<file path="src/rtl/riscv_pkg.sv">
// Shared RISC-V constants for the writeback slice: word width, register selector width,
// load funct3 encodings and the writeback source selector.
package riscv_pkg;
   localparam int XLEN  = 64;
   localparam int NREG  = 32;
   localparam int REG_W = $clog2(NREG);

   localparam logic [2:0] F3_LB  = 3'b000;
   localparam logic [2:0] F3_LH  = 3'b001;
   localparam logic [2:0] F3_LW  = 3'b010;
   localparam logic [2:0] F3_LD  = 3'b011;
   localparam logic [2:0] F3_LBU = 3'b100;
   localparam logic [2:0] F3_LHU = 3'b101;
   localparam logic [2:0] F3_LWU = 3'b110;

   typedef enum logic [1:0] {
      SRC_NONE,
      SRC_MEM,
      SRC_FIFO,
      SRC_DIRECT
   } wb_src_e;
endpackage

</file>
<file path="src/rtl/load_ext.sv">
// Load lane select and sign/zero extension of a raw little-endian 64-bit memory word.
module load_ext
   import riscv_pkg::*;
(
   input  logic [2:0]      funct3,
   input  logic [2:0]      offset,
   input  logic [XLEN-1:0] word,
   output logic [XLEN-1:0] value
);
   logic [2:0]      lane;
   logic [XLEN-1:0] shifted;

   always_comb begin
      // offsets are forced down to the access size, so a misaligned request reads the aligned lane
      case (funct3[1:0])
         2'b00:   lane = offset;
         2'b01:   lane = {offset[2:1], 1'b0};
         2'b10:   lane = {offset[2], 2'b00};
         default: lane = 3'b000;
      endcase
      shifted = word >> {lane, 3'b000};
      case (funct3)
         F3_LB:   value = {{(XLEN-8){shifted[7]}},   shifted[7:0]};
         F3_LH:   value = {{(XLEN-16){shifted[15]}}, shifted[15:0]};
         F3_LW:   value = {{(XLEN-32){shifted[31]}}, shifted[31:0]};
         F3_LBU:  value = {{(XLEN-8){1'b0}},         shifted[7:0]};
         F3_LHU:  value = {{(XLEN-16){1'b0}},        shifted[15:0]};
         F3_LWU:  value = {{(XLEN-32){1'b0}},        shifted[31:0]};
         default: value = shifted;
      endcase
   end
endmodule

</file>
<file path="src/rtl/wb_stage.sv">
// Writeback arbiter: merges load responses and ALU results into one registered regfile write port.
// Define WB_LOAD_EXT_EN to build the load alignment/extension path; otherwise MemData is written as-is.
module wb_stage
   import riscv_pkg::*;
#(
   parameter int SIZE       = XLEN,
   parameter int N          = 32,
   parameter int ALU_DEPTH  = 2,
   parameter int STARVE_MAX = 4
) (
   input  logic                       CLK,
   input  logic                       RST_N,
   input  logic                       MemValid,
   output logic                       MemReady,
   input  logic [$clog2(N)-1:0]       MemRd,
   input  logic [2:0]                 MemFunct3,
   input  logic [2:0]                 MemOff,
   input  logic [SIZE-1:0]            MemData,
   input  logic                       AluValid,
   output logic                       AluReady,
   input  logic [$clog2(N)-1:0]       AluRd,
   input  logic [SIZE-1:0]            AluData,
   output logic                       WE,
   output logic [$clog2(N)-1:0]       Rw,
   output logic [SIZE-1:0]            Din,
   output logic [$clog2(ALU_DEPTH):0] AluCount
);
   localparam int RW = $clog2(N);
   localparam int PW = $clog2(ALU_DEPTH);
   localparam int CW = PW + 1;
   localparam int SW = $clog2(STARVE_MAX + 1);
   localparam logic [CW-1:0] DEPTH_C  = CW'(ALU_DEPTH);
   localparam logic [SW-1:0] STARVE_C = SW'(STARVE_MAX);

   logic [RW-1:0]   fifo_rd   [ALU_DEPTH];
   logic [SIZE-1:0] fifo_data [ALU_DEPTH];
   logic [PW-1:0]   wr_ptr, rd_ptr;
   logic [CW-1:0]   count;
   logic [SW-1:0]   starve;
   logic            active;

   logic            fifo_ne, starve_hit, alu_fire, enq, deq;
   wb_src_e         src;
   logic [RW-1:0]   sel_rd;
   logic [SIZE-1:0] sel_data, load_data;

`ifdef WB_LOAD_EXT_EN
   load_ext u_load_ext (
      .funct3 (MemFunct3),
      .offset (MemOff),
      .word   (MemData),
      .value  (load_data)
   );
`else
   logic unused_load_ctl;
   assign unused_load_ctl = ^{MemFunct3, MemOff};
   assign load_data       = MemData;
`endif

   assign fifo_ne    = (count != '0);
   assign starve_hit = fifo_ne && (starve == STARVE_C);
   assign MemReady   = !starve_hit;
   // active holds AluReady low through reset and releases it on the first edge afterwards
   assign AluReady   = active && (count < DEPTH_C);
   assign alu_fire   = AluValid && AluReady;
   assign AluCount   = count;

   always_comb begin
      src = SRC_NONE;
      if (starve_hit)    src = SRC_FIFO;
      else if (MemValid) src = SRC_MEM;
      else if (fifo_ne)  src = SRC_FIFO;
      else if (alu_fire) src = SRC_DIRECT;
   end

   assign deq = (src == SRC_FIFO);
   assign enq = alu_fire && (src != SRC_DIRECT);

   always_comb begin
      sel_rd   = '0;
      sel_data = '0;
      case (src)
         SRC_MEM:    begin sel_rd = MemRd;           sel_data = load_data;         end
         SRC_FIFO:   begin sel_rd = fifo_rd[rd_ptr]; sel_data = fifo_data[rd_ptr]; end
         SRC_DIRECT: begin sel_rd = AluRd;           sel_data = AluData;           end
         default:    ;
      endcase
   end

   always_ff @(posedge CLK) begin
      if (enq) begin
         fifo_rd[wr_ptr]   <= AluRd;
         fifo_data[wr_ptr] <= AluData;
      end
   end

   always_ff @(posedge CLK or negedge RST_N) begin
      if (!RST_N) begin
         active <= 1'b0;
         wr_ptr <= '0;
         rd_ptr <= '0;
         count  <= '0;
         starve <= '0;
         WE     <= 1'b0;
         Rw     <= '0;
         Din    <= '0;
      end else begin
         active <= 1'b1;
         if (enq) wr_ptr <= wr_ptr + PW'(1);
         if (deq) rd_ptr <= rd_ptr + PW'(1);
         if (enq && !deq)      count <= count + CW'(1);
         else if (deq && !enq) count <= count - CW'(1);
         if (deq || !fifo_ne)                             starve <= '0;
         else if (src == SRC_MEM && starve != STARVE_C)   starve <= starve + SW'(1);
         // x0 writes still consume their slot but never assert the write enable
         WE <= (src != SRC_NONE) && (sel_rd != '0);
         if (src != SRC_NONE) begin
            Rw  <= sel_rd;
            Din <= sel_data;
         end
      end
   end
endmodule

</file>
<file path="config.mk">
export PLATFORM = sky130hd
export DESIGN_NAME = wb_stage
export DESIGN_NICKNAME = d
export VERILOG_FILES = /design/src/rtl/riscv_pkg.sv /design/src/rtl/load_ext.sv /design/src/rtl/wb_stage.sv
export SDC_FILE = /design/constraint.sdc
export NUM_CORES = 1
export LEC_CHECK = 0
export CORE_UTILIZATION = 44
export CTS_CLUSTER_DIAMETER = 40
export DETAILED_ROUTE_END_ITERATION = 8
export PLACE_DENSITY = 0.74
export SYNTH_ARGS = -nofsm -noshare
export SYNTH_HDL_FRONTEND = slang
export SYNTH_SLANG_ARGS = --single-unit
</file>
<file path="constraint.sdc">
create_clock -name CLK -period 6.2 [get_ports CLK]
set_input_delay 1.86 -clock CLK [delete_from_list [all_inputs] [get_ports CLK]]
set_output_delay 1.86 -clock CLK [all_outputs]
set_load 0.02 [all_outputs]
</file>
After elaboration in Yosys (flattened, before gate mapping)
Memory sizes are Yosys's and may differ from the RTL's.
Index checks and enable logic that the tools add are counted.
{ "word_totals": {"elab_cells": 52, "output_inout_bits": 74, "input_bits": 148, "mem_count": 2, "ram_bits": 138, "register_bits": 78} }
{ "mem_list": {"columns": ["name", "words", "width", "read_ports", "rd_ports_with_merged_regs", "write_ports", "line", "rtl"], "rows": [
  ["fifo_data", 2, 64, 1, 0, 1, "wb_stage.sv:36", "logic [SIZE-1:0] fifo_data [ALU_DEPTH];"],
  ["fifo_rd", 2, 5, 1, 0, 1, "wb_stage.sv:35", "logic [RW-1:0] fifo_rd [ALU_DEPTH];"]
]} }
{ "op_classes": {"n_eq_ne": 6, "n_reduce_logical": 18, "muxes": 12, "addsub": 5, "order_cmp": 1} }
{ "op_table": {"columns": ["cell", "count"], "rows": [
  ["$pmux W64 S3", 1],
  ["$pmux W5 S3", 1],
  ["$mux W2", 6],
  ["$logic_and A1 B1 Y1", 8],
  ["$reduce_bool A2 Y1", 4],
  ["$mux W3", 2],
  ["$reduce_bool A5 Y1", 1],
  ["$eq A2 B2 Y1 const B", 2],
  ["$logic_not A1 Y1", 4],
  ["$add A3 B1 Y3 const B", 1],
  ["$eq A3 B3 Y1 const B", 1],
  ["$ne A3 B3 Y1 const B", 1],
  ["$add A1 B1 Y1 const B", 2],
  ["$add A2 B1 Y2 const B", 1],
  ["$eq A2 B1 Y1 const B", 1],
  ["$lt A2 B2 Y1 const B", 1],
  ["$mux W1", 2],
  ["$ne A2 B2 Y1 const B", 1],
  ["$sub A2 B1 Y2 const B", 1],
  ["$logic_or A1 B1 Y1", 1]
]} }

Longest topological paths before layout
{ "depth": {"ltp_word": 13, "ltp_mapped": 12, "ltp_nobuf": 10} }

Worst setup path after synthesis
OpenSTA, ideal clock, no wires.
{ "synth_timing": {"kind": "input -> register", "startpoint": "input port AluValid", "endpoint": "memory fifo_data[0][0] in the netlist's numbering (enable)", "setup_ps": 581, "slack_ps": -1401, "required_ps": 5619, "arrival_ps": 7020, "path_stages": 5, "path_cell_list": "nand2_1 nor3_1 buf_2 buf_2 nor3_1"} }
{ "synth_via": {"elab_chain_len": 9} }
{ "synth_rtl": {"columns": ["element", "line", "rtl"], "rows": [
  ["start, declared", "wb_stage.sv:19", "input logic AluValid,"],
  ["$logic_and A1 B1 Y1 (*)", "wb_stage.sv:65", "assign alu_fire = AluValid && AluReady;"],
  ["$mux W2", "wb_stage.sv:73", "else if (alu_fire) src = SRC_DIRECT;"],
  ["$mux W2", "wb_stage.sv:72", "else if (fifo_ne) src = SRC_FIFO;"],
  ["$mux W2", "wb_stage.sv:71", "else if (MemValid) src = SRC_MEM;"],
  ["$mux W2", "wb_stage.sv:70", "if (starve_hit) src = SRC_FIFO;"],
  ["$ne A2 B2 Y1", "wb_stage.sv:77", "assign enq = alu_fire && (src != SRC_DIRECT);"],
  ["$logic_and A1 B1 Y1 (*)", "wb_stage.sv:77", null],
  ["$mux W1 (*)", "wb_stage.sv:91", "if (enq) begin"],
  ["$mux W1 (not written as such) (*)", "wb_stage.sv:93", "fifo_data[wr_ptr] <= AluData;"],
  ["end, declared", "wb_stage.sv:36", null]
]} }
Every way passes the cells marked *; elsewhere a longest branch is shown, timed or not.

Worst setup path in the final report
{ "layout_timing": {"startpoint": "input port MemValid", "endpoint": "register Din[48]"} }
{ "layout_via": {"elab_chain_len": 4, "word_cells_on_any_way": 7, "cone_classes": "eq/ne: 3; mux: 3; reduce/logical: 1"} }
{ "layout_rtl": {"columns": ["element", "line", "rtl"], "rows": [
  ["start, declared", "wb_stage.sv:13", "input logic MemValid,"],
  ["$mux W2 (*)", "wb_stage.sv:71", null],
  ["$mux W2 (*)", "wb_stage.sv:70", null],
  ["$eq A2 B2 Y1 / $eq A2 B1 Y1 (equally long branches)", "wb_stage.sv:82", "case (src)"],
  ["$pmux W64 S3", "wb_stage.sv:82", null],
  ["end signal, assigned", "wb_stage.sv:119", "Din <= sel_data;"],
  ["end, declared", "wb_stage.sv:25", "output logic [SIZE-1:0] Din,"]
]} }
Marked as above.
A chain may end at the register's enable or synchronous reset.

==> metrics.csv <==
metric,value,unit
status,"complete, no violations",
number of global-route vias before repair,6293,
DRC viols,0,
post-DR vias/cell,5.509,
Area contributors post-synth,"edfxtp_1, dfrtp_1, mux2i_1, a221oi_1, a21oi_1",
GPL Wtd Cong,0.7441,
adder-cell share of the synthesized area,0.004263,
share of the synthesized area in the top cell type,0.4707,
Die H,143.5,um
DP Cell Count,1073,
crit path DAT,4.32,ns
Cells after Synth,633,
HPWL after DPL,12920,um
syn avg cell area,13.91,um^2
leakage,4.554,nW
Crit Path Class,in2reg,
Fin Clk Skew,0.01485,ns
fin crit period,3.943,ns
critical path capture point type,register,
post-synthesis mux area share,0.08356,
syn nets,784,
fin. max-slew vios,0,
CTS tree,done,
number of post-CTS setup repair buffers,0,
iteration-0 DRC count of the detailed router,361,
core area,19530,um^2
endpoints failing hold,0,
Critical Path RT,6.57,ns
placed instance area,11170,um^2
unrepaired setup endpoints after global routing,false,
clock buffer depth,3,
Port Buffers,215,
share of cells above drive strength 1,0.1076,
Die X,143.5,um
clock latency on the worst-skew pair,0.54,ns
Synth area leader,edfxtp_1,
Worst R2R End,Din[48],
total wire length,21110,um
hold depth,1,
Overflow after GRT,0,
worst ir drop on vdd,234.5,uV
Synth Area in Simple Gates,0.06992,
r2r setup slk,3.35,ns
Final setup violation count,0,
first drt pass iteration count,6,
"Seq/Total Area, Yosys",0.6923,
"critical path fanouts, max",65,
critical hold path startpoint,starve[0],
"EDFF count, synth",138,
IO Pins,222,
Worst-path clk slew,0.06,ns
Slew Limit Headroom,0.3279,
"Area growth, synth to finish",38.81,%
main combinational cell family by area after synthesis,compound AO/OA/AOI/OAI gates,
Synth Area in XOR/XNOR,0.004974,
Synth Area in Compound Gates,0.1160,
fin util,0.6259,
# clock sinks,216,
Async SR Flop Fraction,0.3611,
PostCTS Resize Cnt,0,
setup TNS,0,ns
hold buffers post-CTS,0,
hold worst-path end,starve[0],
"Top FF cell, synth",edfxtp_1,
fmax,253.6,MHz
DR vias,6225,
synth cell count leaders,"edfxtp_1, nor2_1, dfrtp_1",
initial antenna violation count,2,
synth warn,0,
Worst Reg-to-Reg Cells,6,
post-route clock period utilization,0.6360,
Wirelength per Cell,18.68,um
cts bufs inserted,30,
"Distinct cells, synth",36,
"count leader, synth",edfxtp_1,
first-pass GRT wire length,32920,um
root buffer cell,clkbuf_16,
r2r startpoint,AluCount[0],
Die ar.,20580,um^2
Power Density,443.6,nW/um^2
initial cell density of the core,0.4509,
all-layer global routing usage,0.2069,
number of core rows,51,
worst hold path type,reg2reg,
Worst Setup Start Kind,input port,
largest net degree at the start of global routing,97,
CTS H-Tree Depth,1,
Tightest Pin Transition,1.008,ns
net count reported at finish,991,
Post-Synthesis Cell Area,8805,um^2
fin cells,1130,
design area,12220,um^2
max-cap violations,0,
post-synthesis register bit count,216,
"antenna viol nets, final",0,
==> layer usage <==
layer | global-route usage | routed length (um) | part of all wire
met2 | 0.3592 | 10550 | 0.50
met4 | 0.06271 | 435 | 0.021
met1 | 0.2596 | 8672 | 0.41
met5 | 0 | 0 | 0
met3 | 0.04299 | 1458 | 0.069
==> how the worst max path moves through the flow <==
stage | startpoint | cells after the start | to | slack [ns]
6_report | MemValid | 6 | Din[48] | 2.26
5_1_grt | AluValid | 6 | Din[51] | 2.07
2_1_floorplan | AluValid | 5 | fifo_data[0][0] | 0.71
3_3_place_gp | MemValid | 6 | Din[48] | 1.69
3_5_place_dp | MemValid | 6 | Din[48] | 1.68
4_1_cts | MemValid | 6 | Din[29] | 2.25
==> flip-flops by register name, summed over array words and instances, names as in the netlist <==
signal	flops
fifo_rd	10
rd_ptr	1
AluCount	2
starve	3
wr_ptr	1
active	1
Din	64
WE	1
Rw	5
fifo_data	128
==> cell type report <==
| cell class | count | area, um^2 |
|---|---|---|
| fillers | 1520 | 7305 |
| flip-flops and latches | 216 | 6100 |
| multi-input cells | 363 | 2489 |
| repair buffers | 225 | 2237 |
| clock buffers | 34 | 807.0 |
| well taps | 265 | 331.6 |
| clock inverters | 22 | 240.2 |
| inverters | 4 | 15.01 |
| diodes | 1 | 2.502 |
==> power by group <==
part / internal [mW] / total [mW] / leakage (nW) / switching, mW
Clock: 1.07 / 1.73 / 0.495 / 0.653
Combinational: 0.778 / 1.65 / 1.87 / 0.874
Sequential: 1.85 / 2.04 / 2.19 / 0.195
Total: 3.70 / 5.42 / 4.55 / 1.72
==> layout by cell type, fill, tap and decap left out, types with 3 or more instances in the layout <==
| cell | n |
|---|---|
| xor2_1 | 4 |
| inv_1 | 4 |
| nand2_1 | 5 |
| ha_1 | 3 |
| dfrtp_1 | 77 |
| nor2_1 | 77 |
| edfxtp_1 | 138 |
| buf_4 | 10 |
| clkdlybuf4s50_1 | 214 |
| clkinv_2 | 4 |
| bufinv_16 | 3 |
| mux2i_1 | 51 |
| a222oi_1 | 19 |
| clkbuf_16 | 31 |
| a21oi_1 | 69 |
| mux2_2 | 20 |
| a211oi_1 | 5 |
| clkinvlp_4 | 7 |
| nor3_1 | 44 |
| a221oi_1 | 44 |
==> worst max-delay path: stages <==
cell and delay, ns:
clkdlybuf4s50_1 0.63, and2_4 0.59, buf_4 0.66, nor3_1 0.14
a221oi_1 0.27, a21oi_1 0.11
==> through the flow <==
step / power (mW) / setup slack [ns] / hold slack (ns)
6_report: 5.422 / 2.257 / 0.4636
3_5_place_dp: 3.732 / 1.677 / 0.4685
4_1_cts: 5.477 / 2.247 / 0.4720
5_1_grt: 5.673 / 2.071 / 0.4832
3_3_place_gp: 3.699 / 1.695 / 0.4461
2_1_floorplan: 2.997 / 0.7125 / 0.4300
==> cells by family (layout without fill, tap and decap cells) <==
kind of cell / after synthesis / count (layout)
other: 1 / 2
DFF: 216 / 216
and+or+nand+nor: 139 / 139
AOI/OAI and AO/OA: 144 / 144
muxes: 71 / 71
adders and majority gates: 3 / 3
xor gates and xnor gates: 5 / 5
buffers and inverters: 54 / 285
Power figures use the tool's default switching activity.
